**src/rtl/shifter_right_iter.sv**
```systemverilog
// shifter_right_iter
// Iterative right shifter / rotator for the execute stage. An operand is
// accepted on a start pulse and then passes through the 8, 4, 2 and 1 bit
// stages on four successive cycles. The result is registered on the last
// stage, and done pulses for one cycle at the same time.
//
// Ports
//   clk    in   1      clock, rising edge
//   rst    in   1      synchronous active-high reset
//   start  in   1      request, sampled only while idle
//   In     in   WIDTH  operand
//   Cnt    in   CNT_W  amount, 0..WIDTH-1
//   Op     in   2      00 ROR, 01 SRL, 10 SRA, 11 ROL
//   Out    out  WIDTH  result register, held until the next completion
//   busy   out  1      high while a stage is in progress
//   done   out  1      one-cycle completion pulse, Out valid with it
module shifter_right_iter #(
   parameter int WIDTH = 16,
   parameter int CNT_W = 4
) (
   input  logic             clk,
   input  logic             rst,
   input  logic             start,
   input  logic [WIDTH-1:0] In,
   input  logic [CNT_W-1:0] Cnt,
   input  logic [1:0]       Op,
   output logic [WIDTH-1:0] Out,
   output logic             busy,
   output logic             done
);

   localparam logic [1:0] OP_ROR = 2'b00;
   localparam logic [1:0] OP_SRL = 2'b01;
   localparam logic [1:0] OP_SRA = 2'b10;
   localparam logic [1:0] OP_ROL = 2'b11;

   typedef enum logic [2:0] {
      ST_IDLE = 3'd0,
      ST_S8   = 3'd1,
      ST_S4   = 3'd2,
      ST_S2   = 3'd3,
      ST_S1   = 3'd4
   } state_t;

   state_t           state_r;
   logic [WIDTH-1:0] data_r;
   logic [CNT_W-1:0] amt_r;
   logic [1:0]       op_r;
   logic             sign_r;
   logic [WIDTH-1:0] out_r;
   logic             busy_r;
   logic             done_r;

   logic [4:0]       k_s;
   logic             amt_bit_s;
   logic [WIDTH-1:0] stage_res_s;

   // One shift stage of k bits. The operand is placed under an upper half
   // holding the fill pattern, so a plain right shift brings the correct
   // bits into the vacated positions. ROL reaches here as a ROR.
   function automatic logic [WIDTH-1:0] shift_stage(
      input logic [WIDTH-1:0] d,
      input logic [4:0]       k,
      input logic [1:0]       op,
      input logic             sign
   );
      logic [2*WIDTH-1:0] ext;
      logic [2*WIDTH-1:0] shifted;
      case (op)
         OP_ROR:  ext = {d, d};
         OP_ROL:  ext = {d, d};
         OP_SRL:  ext = {{WIDTH{1'b0}}, d};
         OP_SRA:  ext = {{WIDTH{sign}}, d};
         default: ext = {{WIDTH{1'b0}}, d};
      endcase
      shifted = ext >> k;
      return shifted[WIDTH-1:0];
   endfunction

   // Pick this cycle's stage width and its controlling amount bit, then form the stage result.
   always_comb begin
      k_s       = 5'd0;
      amt_bit_s = 1'b0;
      case (state_r)
         ST_S8: begin
            k_s       = 5'd8;
            amt_bit_s = amt_r[3];
         end
         ST_S4: begin
            k_s       = 5'd4;
            amt_bit_s = amt_r[2];
         end
         ST_S2: begin
            k_s       = 5'd2;
            amt_bit_s = amt_r[1];
         end
         ST_S1: begin
            k_s       = 5'd1;
            amt_bit_s = amt_r[0];
         end
         default: begin
            k_s       = 5'd0;
            amt_bit_s = 1'b0;
         end
      endcase
      if (amt_bit_s) begin
         stage_res_s = shift_stage(data_r, k_s, op_r, sign_r);
      end else begin
         stage_res_s = data_r;
      end
   end

   // Sequencer: accept, step through the four stages, register the result and pulse done.
   always_ff @(posedge clk) begin
      if (rst) begin
         state_r <= ST_IDLE;
         data_r  <= {WIDTH{1'b0}};
         amt_r   <= {CNT_W{1'b0}};
         op_r    <= 2'b00;
         sign_r  <= 1'b0;
         out_r   <= {WIDTH{1'b0}};
         busy_r  <= 1'b0;
         done_r  <= 1'b0;
      end else begin
         done_r <= 1'b0;
         case (state_r)
            ST_IDLE: begin
               if (start) begin
                  data_r <= In;
                  op_r   <= Op;
                  sign_r <= In[WIDTH-1];
                  // A left rotate by n equals a right rotate by (WIDTH - n) mod WIDTH.
                  if (Op == OP_ROL) begin
                     amt_r <= {CNT_W{1'b0}} - Cnt;
                  end else begin
                     amt_r <= Cnt;
                  end
                  busy_r  <= 1'b1;
                  state_r <= ST_S8;
               end else begin
                  state_r <= ST_IDLE;
               end
            end
            ST_S8: begin
               data_r  <= stage_res_s;
               state_r <= ST_S4;
            end
            ST_S4: begin
               data_r  <= stage_res_s;
               state_r <= ST_S2;
            end
            ST_S2: begin
               data_r  <= stage_res_s;
               state_r <= ST_S1;
            end
            ST_S1: begin
               data_r  <= stage_res_s;
               out_r   <= stage_res_s;
               done_r  <= 1'b1;
               busy_r  <= 1'b0;
               state_r <= ST_IDLE;
            end
            default: begin
               busy_r  <= 1'b0;
               state_r <= ST_IDLE;
            end
         endcase
      end
   end

   assign Out  = out_r;
   assign busy = busy_r;
   assign done = done_r;

endmodule
```
**config.mk**
```make
export PLATFORM = sky130hd
export DESIGN_NAME = shifter_right_iter
export DESIGN_NICKNAME = d
export VERILOG_FILES = /design/src/rtl/shifter_right_iter.sv
export SDC_FILE = /design/constraint.sdc
export NUM_CORES = 1
export LEC_CHECK = 0
export CAP_MARGIN = 20
export CORE_MARGIN = 10
export CORE_UTILIZATION = 55
export CTS_BUF_LIST = sky130_fd_sc_hd__clkbuf_2
export CTS_CLUSTER_SIZE = 8
export DETAILED_ROUTE_END_ITERATION = 8
export GPL_ROUTABILITY_DRIVEN = 1
export GPL_TIMING_DRIVEN = 0
export PLACE_DENSITY = 0.8
export SLEW_MARGIN = 15
export SYNTH_ARGS = -nofsm -noshare
export SYNTH_HDL_FRONTEND = slang
export SYNTH_SLANG_ARGS = --single-unit
```
**constraint.sdc**
```tcl
create_clock -name clk -period 2.7 [get_ports clk]
set_input_delay 0.54 -clock clk [delete_from_list [all_inputs] [get_ports clk]]
set_output_delay 0.54 -clock clk [all_outputs]
set_load 0.05 [all_outputs]
```
# Yosys cells after proc, flatten, opt, wreduce, memory -nomap -nowiden

Index checks and enable logic that the tools add are counted.
W data, S select, Z words.

Register bits after elaboration: 44
Latch bits: 0
RAM bits: 0
Memory bits (read-only): 0
Input bits: 25
Logic and storage cells: 42
Memories: 0

Add/sub/neg operators: 1
Multipliers: 0
Div/mod/pow operators: 0
Order comparisons: 0
Equality and inequality tests: 9
Shifts and indexed selects: 1
Multiplexer cells: 13
Bitwise gates (word level): 1
Reduce and logical (&&, ||, !) cells: 9

Operators by type and width:

| operator              | number |
|---|---|
| $pmux W32 S3          | 1 |
| $mux W16              | 2 |
| $mux W32              | 1 |
| $pmux W16 S2          | 1 |
| $shr A32 B5 Y16       | 1 |
| $pmux W4 S4           | 1 |
| $pmux W3 S4           | 1 |
| $eq A2 B2 Y1 const B  | 3 |
| $eq A3 B2 Y1 const B  | 2 |
| $reduce_and A2 Y1     | 3 |
| $mux W4               | 1 |
| $pmux W1 S4           | 1 |
| $reduce_or A4 Y1      | 1 |
| $sub A1 B4 Y4 const A | 1 |
| $eq A3 B1 Y1 const B  | 1 |
| $eq A3 B3 Y1 const B  | 1 |
| $logic_not A3 Y1      | 1 |
| $mux W1               | 3 |
| $reduce_or A3 Y1      | 1 |
| $eq A2 B1 Y1 const B  | 1 |
| $logic_not A2 Y1      | 1 |
| $ne A2 B2 Y1 const B  | 1 |
| $pmux W1 S2           | 1 |
| $reduce_bool A2 Y1    | 1 |
| 2 further kinds       | 2 |

# Longest topological paths before layout

Gate-level depths: netlist of run 1.

Depth in word-level cells: 7
Mapped depth: 8
Depth with buffers taken out: 7

# Worst setup path before layout of run 1

Ideal clock, no wire load.

Path kind: reg-to-reg
Start: reg op_r[0]
End: reg data_r[12]
Library setup time: 86 ps
Arrival: 1779 ps
Data required time: 2614 ps
Path slack: 835 ps
Stages on the path, launching flop included: 9
Period minus slack after synthesis: 1865 ps
Cells stage by stage: dfxtp_1 > inv_1 > ha_1 > and3b_1 > clkbuf_1 > a21oi_1 > o311ai_0 > nand3_1 > a221oi_2

Longest elaborated chain between the ends: 7
Elaborated cells between the ends (all ways): 10

RTL lines:

| element                                          | line | RTL |
|---|---|---|
| from (decl)                                      | 48   | `logic [1:0] op_r;` |
| from (signal assigned)                           | 130  | `op_r <= Op;` |
| $eq A2 B2 Y1 or $logic_not A2 Y1 (tied branches) | 69   | `case (op)` |
| $reduce_or A2 Y1 (no source line)                | n/a  |  |
| $pmux W32 S3 *                                   | 69   |  |
| $mux W32 *                                       | 106  | `if (amt_bit_s) begin` |
| $shr A32 B5 Y16 *                                | 76   | `shifted = ext >> k;` |
| $mux W16 *                                       | 106  |  |
| $pmux W16 S2 *                                   | 126  | `case (state_r)` |
| to (signal assigned)                             | 117  | `data_r <= {WIDTH{1'b0}};` |
| to (signal assigned)                             | 129  | `data_r <= In;` |
| to (signal assigned)                             | 145  | `data_r <= stage_res_s;` |
| to (decl)                                        | 46   | `logic [WIDTH-1:0] data_r;` |

Every way passes the cells marked *; elsewhere a longest branch is shown, timed or not. The select of a mux whose other input is x is not followed.
A chain may end at the register's enable or synchronous reset.

# Worst setup path in the final report of run 1

Start: reg state_r[2]
End: reg data_r[8]

Longest elaborated chain between the ends: 5
Elaborated cells between the ends (all ways): 14

RTL lines:

| element                              | line    | RTL |
|---|---|---|
| from (decl)                          | 45      | `state_t state_r;` |
| from (signal assigned)               | 116     | `state_r <= ST_IDLE;` |
| from (signal assigned)               | 139     | `state_r <= ST_S8;` |
| from (signal assigned)               | 141     | `state_r <= ST_IDLE;` |
| $eq A3 B3 Y1 (tied with other cells) | 84, 126 |  |
| $pmux W4 S4                          | 84      | `case (state_r)` |
| $shr A32 B5 Y16                      | 76      |  |
| $mux W16                             | 106     |  |
| $pmux W16 S2                         | 126     |  |

Parallel ways exist; a longest one is shown, timed or not.

==> results.sh, run 1 <==
export IMPL_die_area_mm2=0.00891
export IMPL_cts_sinks=44
export IMPL_holdBufCountCts=0
export IMPL_via_per_inst=6.67
export IMPL_worstPathArrival_ns=2.72
export IMPL_synth_top_area_cell="dfxtp_1"
export IMPL_outcome="finished, final reports clean"
export IMPL_setup_slack_ns=0.290
export IMPL_fp_dieW_um=94.4
export IMPL_pin_count=43
export IMPL_clk_path_buf_depth=2
export IMPL_drv_slew=0
export IMPL_tightestPinTransition_ns=0.893
export IMPL_grt_use_total_pct=25.0
export IMPL_ys_warn_count=0
export IMPL_critical_path_class="flip-flop to flip-flop"
export IMPL_route_vias_total=3330
export IMPL_layout_drive_gt1_share_pct=13.8
export IMPL_ys_top_cells_by_area="dfxtp_1, a21oi_1, nand2_1"
export IMPL_cts_root_buf="clkbuf_2"
export IMPL_htree_levels=2
export IMPL_grt_antenna_before_repair=0
export IMPL_synth_edf_count=0
export IMPL_overflow=0
export IMPL_core_mm2=0.00544
export IMPL_rsz0062_at_grt="false"
export IMPL_p_per_area_mw_per_mm2=558
export IMPL_maxSlewHeadroom_pct=40.0
export IMPL_synthTopCellsByCount="nand2_1, dfxtp_1, a21oi_1"
export IMPL_finalClockSkew_ns=0.0169
export IMPL_post_place_ws_ns=0.193
export IMPL_finalCriticalPeriod_ns=2.41
export IMPL_ys_flop_type="dfxtp_1"
export IMPL_initial_utilization_pct=55.9
export IMPL_num_rows=27
export IMPL_post_route_period_util_pct=89.3
export IMPL_cts_resized=0
export IMPL_synth_cell_types=67
export IMPL_ant_nets=0
export IMPL_syn_area_mm2=0.00304
export IMPL_ir_drop_v=0.000325
export IMPL_post_drt_wl_per_cell_um=22.4
export IMPL_synth_nets=405
export IMPL_hold_violations=0
export IMPL_grt_pass1_vias=3258
export IMPL_cts_tree="done"
export IMPL_critPathTopFamily="buffers and inverters"
export IMPL_worstPathRequired_ns=3.01
export IMPL_place_area_mm2=0.00354
export IMPL_critical_path_buf_inv_count=3
export IMPL_ys_ff_latch=44
export IMPL_grt_max_degree=15
export IMPL_setup_viol=0
export IMPL_fin_area_mm2=0.00361
export IMPL_final_core_util_pct=66.4
export IMPL_insertion_delay_ns=0.44
export IMPL_place_congestion=1.06
export IMPL_hold_ws_ns=0.472
export IMPL_slowest_stage="xnor2_1"
export IMPL_die_y_um=94.4
export IMPL_synth_most_common_cell="nand2_1"
export IMPL_diodes=0
export IMPL_setup_worst_path_end_class="flip-flop"
export IMPL_tns_ns=0
export IMPL_grt_pass1_wl_um=17600
export IMPL_cts_setup_buffers=0
export IMPL_synth_top_area_share_pct=28.9
export IMPL_clkSlewWorstSetupHoldPaths_ns=0.25
export IMPL_dp_hpwl_um=8030
export IMPL_portBuffers=41
export IMPL_drc=0
export IMPL_drt_iter0_drc=422
export IMPL_first_pass_iters=5
export IMPL_cp_max_fo=10
export IMPL_max_cap_violations=0
export IMPL_wl_um=11200
export IMPL_power_leakage_uw=0.00126
export IMPL_slowest_delay_ns=0.74
export IMPL_syn_to_final_growth_pct=18.7
export IMPL_numCtsBuffers=5
export IMPL_avgSynthCellArea_um2=8.05
export IMPL_postSynthCellCount=378
export IMPL_nets=453
export IMPL_fmax_ghz=0.415
export IMPL_cp_start_kind="flip-flop"
export IMPL_synthArstFlopShare_pct=0
export IMPL_cp_cell_sequence="buf_4 > inv_2 > xnor2_1 > clkbuf_1 > a311oi_1"
export IMPL_hp_class="flip-flop to flip-flop"
export IMPL_synth_seq_area_share_pct=28.9
-- placed cells by master (no fill, tap or decap), types with 4 or more instances in the layout --
cell / instances
a221oi_1: 5
clkdlybuf4s50_1: 41
a211oi_2: 5
o21ai_0: 16
clkbuf_2: 6
a211oi_1: 14
nor2_1: 25
inv_1: 6
a22oi_1: 5
a32oi_1: 4
mux2i_1: 14
a21oi_1: 40
nand3_1: 9
dfxtp_1: 44
nand2_1: 45
a211o_1: 4
a311oi_1: 8
nand2b_1: 7
buf_6: 5
clkbuf_1: 18
buf_4: 4
o221ai_1: 5
buf_2: 14
nor3_1: 8
-- cell families after synthesis --
kind of cell	synth area share, %
xor gates and xnor gates	0.864
and+or+nand+nor	20.1
AOI/OAI and AO/OA	33.2
muxes	6.95
adders and majority gates	0.822
buffers and inverters	9.13
DFF	28.9
-- tightest hold or removal path: stages (launching register included) --
cell and delay [ns]:
dfxtp_1 0.36, nand2_1 0.05, a21oi_1 0.05
-- cell type report --
class | instances | area [um2]
sequential | 44 | 881
inverter | 7 | 26.3
clock inverter | 3 | 42.5
buffer | 45 | 251
tap | 72 | 90.1
fill | 501 | 1830
clock buffer | 5 | 25.0
timing repair buffer | 41 | 410
multi-input combinational | 282 | 1880
-- state kept, by name, indices dropped and copies added (netlist names) --
register	flops
Out	16
op_r	2
sign_r	1
amt_r	4
state_r	3
data_r	16
busy	1
done	1
-- metal layers --
| layer | up-vias | wire length [um] | share of wire [%] | global-route usage [%] |
|---|---|---|---|---|
| met3 | 43 | 1110 | 9.9 | 4.52 |
| met1 | 1581 | 4460 | 40 | 31.0 |
| met4 | 0 | 518 | 4.6 | 14.2 |
| li1 | 1497 | - | - | - |
| met2 | 209 | 5100 | 46 | 39.9 |
| met5 | - | 0 | 0 | 0 |
-- stage by stage --
| stage | cells | power [uW] |
|---|---|---|
| after global routing | 499 | 2100 |
| after floorplan | 378 | 1350 |
| after detailed placement | 491 | 1600 |
| final | 499 | 2010 |
| after CTS | 499 | 1990 |
| after global placement | 491 | 1590 |
-- report_power, final --
part | switching (uW) | internal (uW)
clock | 240 | 155
combinational | 515 | 327
sequential | 61.9 | 715
total | 817 | 1200
-- final timing paths --
check	startpoint	cells past startpoint	endpoint	slack, ns
worst max-delay path	state_r[2]	5	data_r[8]	0.29
worst min-delay path	amt_r[0]	2	amt_r[0]	0.47
worst max register to register	state_r[2]	5	data_r[8]	0.29
worst min register to register	amt_r[0]	2	amt_r[0]	0.47
No activity file was read; power rests on OpenSTA's default activity.
==> run 2: changes to the inputs <==
- GPL_TIMING_DRIVEN: 0 -> 1
==> run 2 against run 1 <==
Combinational power decreased by 18%; clock skew fell by 0.0077 ns; worst setup slack better by 0.20 ns; fmax increased by 9.0%; first-iteration DRC count is 58% lower; power shrank 9.1%; clock power fell by 27%; via count decreased by 9.7%; routed wire length down 19%; cell area is 3.0% lower; sequential share of layout area grew 0.75 points; die area stayed put; largest cell class unchanged.
==> results.sh, run 2 (same netlist as run 1, synthesis figures left out) <==
export IMPL_via_per_inst=6.33
export IMPL_grt_antenna_before_repair=0
export IMPL_num_rows=27
export IMPL_max_cap_violations=0
export IMPL_tns_ns=0
export IMPL_fillers=489
export IMPL_drt_iter0_drc=178
export IMPL_initial_utilization_pct=55.9
export IMPL_critical_path_class="flip-flop to flip-flop"
export IMPL_placed_cells=467
export IMPL_clk_path_buf_depth=2
export IMPL_post_place_ws_ns=0.530
export IMPL_worstPathRequired_ns=3.04
export IMPL_layout_drive_gt1_share_pct=13.9
export IMPL_cts_sinks=44
export IMPL_hp_class="flip-flop to flip-flop"
export IMPL_grt_max_degree=25
export IMPL_portBuffers=42
export IMPL_dp_hpwl_um=6630
export IMPL_cp_cell_sequence="buf_4 > nor2b_1 > nand2_1 > buf_4 > a21oi_1 > a21boi_0 > nor3_1"
export IMPL_fp_dieW_um=94.4
export IMPL_fmax_ghz=0.452
export IMPL_overflow=0
export IMPL_grt_use_total_pct=20.8
export IMPL_die_y_um=94.4
export IMPL_cts_setup_buffers=0
export IMPL_cts_root_buf="clkbuf_2"
export IMPL_post_route_period_util_pct=81.9
export IMPL_route_vias_total=3006
export IMPL_die_area_mm2=0.00891
export IMPL_finalCriticalPeriod_ns=2.21
export IMPL_final_cell_mix="nand2_1, dfxtp_1, clkdlybuf4s50_1"
export IMPL_clkSlewWorstSetupHoldPaths_ns=0.22
export IMPL_drv_slew=0
export IMPL_p_per_area_mw_per_mm2=523
export IMPL_rsz0062_at_grt="false"
export IMPL_setup_worst_path_end_class="flip-flop"
export IMPL_slowest_delay_ns=0.70
export IMPL_mostFrequentLayoutCell="nand2_1"
export IMPL_nets=429
export IMPL_outcome="finished, final reports clean"
export IMPL_finalClockSkew_ns=0.00925
export IMPL_setup_viol=0
export IMPL_ir_drop_v=0.000309
export IMPL_insertion_delay_ns=0.43
export IMPL_pin_count=43
export IMPL_cp_start_kind="flip-flop"
export IMPL_grt_pass1_wl_um=15100
export IMPL_post_drt_wl_per_cell_um=19.2
export IMPL_crit_path_frequent_cell="buf_4"
export IMPL_worstPathArrival_ns=2.55
export IMPL_numCtsBuffers=5
export IMPL_place_congestion=0.972
export IMPL_ant_nets=0
export IMPL_power_leakage_uw=0.00121
export IMPL_cts_tree="done"
export IMPL_maxSlewHeadroom_pct=53.9
export IMPL_diodes=0
export IMPL_holdBufCountCts=0
export IMPL_core_mm2=0.00544
export IMPL_drc=0
export IMPL_cts_resized=0
export IMPL_grt_pass1_vias=2963
export IMPL_htree_levels=2
export IMPL_fin_cells=475
export IMPL_wl_um=9120
export IMPL_hold_violations=0
export IMPL_cp_max_fo=15
export IMPL_hold_ws_ns=0.471
export IMPL_setup_slack_ns=0.488
export IMPL_syn_to_final_growth_pct=15.1
export IMPL_first_pass_iters=4
export IMPL_tightestPinTransition_ns=0.683
export IMPL_slowest_stage="dfxtp_1"
[run 2: changes by cell type in the layout (fill, tap and decap cells not counted), sizes merged]
cell           change
clkbuf            -19
buf                -6
bufinv             -1
clkdlybuf4s50      +1
clkinv             +1
[run 2: area by class of cell]
| class | instances | area [um2] | area share (%) |
|---|---|---|---|
| multi-input cells | 282 | 1890 | 54.0 |
| well taps | 72 | 90.1 | 2.57 |
| flip-flops and latches | 44 | 881 | 25.1 |
| inverters | 7 | 26.3 | 0.750 |
| repair buffers | 62 | 571 | 16.3 |
| clock buffers | 5 | 25.0 | 0.714 |
| clock inverters | 3 | 18.8 | 0.536 |
[run 2: layer usage]
metal  up-vias  track usage, %  wire (um)
met5         -               0          0
met4         0            8.73        212
met3        17            3.97        681
met2       115            34.6       4440
met1      1425            25.6       3790
li1       1449               -          -
[run 2: worst max-delay path: cells and delay by family (launching register included)]
kind                   cells  cell delay (ns)
DFF                        1             0.70
and+or+nand+nor            3             0.59
buffers and inverters      2             0.48
AOI/OAI and AO/OA          2             0.35
[run 2: power by group]
| group | total, uW | internal (uW) | switching (uW) |
|---|---|---|---|
| combinational | 689 | 312 | 377 |
| sequential | 854 | 715 | 139 |
| clock | 288 | 62.8 | 225 |
| total | 1830 | 1090 | 741 |
[run 2: worst paths after layout]
path	start	endpoint	slack, ns	cells past startpoint
setup / recovery	state_r[2]	Out[8]	0.49	7
hold / removal	amt_r[0]	amt_r[0]	0.47	2
setup reg to reg	state_r[2]	Out[8]	0.49	7
hold reg to reg	amt_r[0]	amt_r[0]	0.47	2
[run 2: stage by stage]
| stage | total power (uW) | utilization [%] | cell area (um2) |
|---|---|---|---|
| finish | 1830 | 64.4 | 3500 |
| global route | 1950 | 64.4 | 3500 |
| CTS | 1830 | 64.4 | 3500 |
| detailed placement | 1540 | 63.6 | 3460 |
| global placement | 1530 | 63.6 | 3460 |
| floorplan | 1350 | - | 3040 |
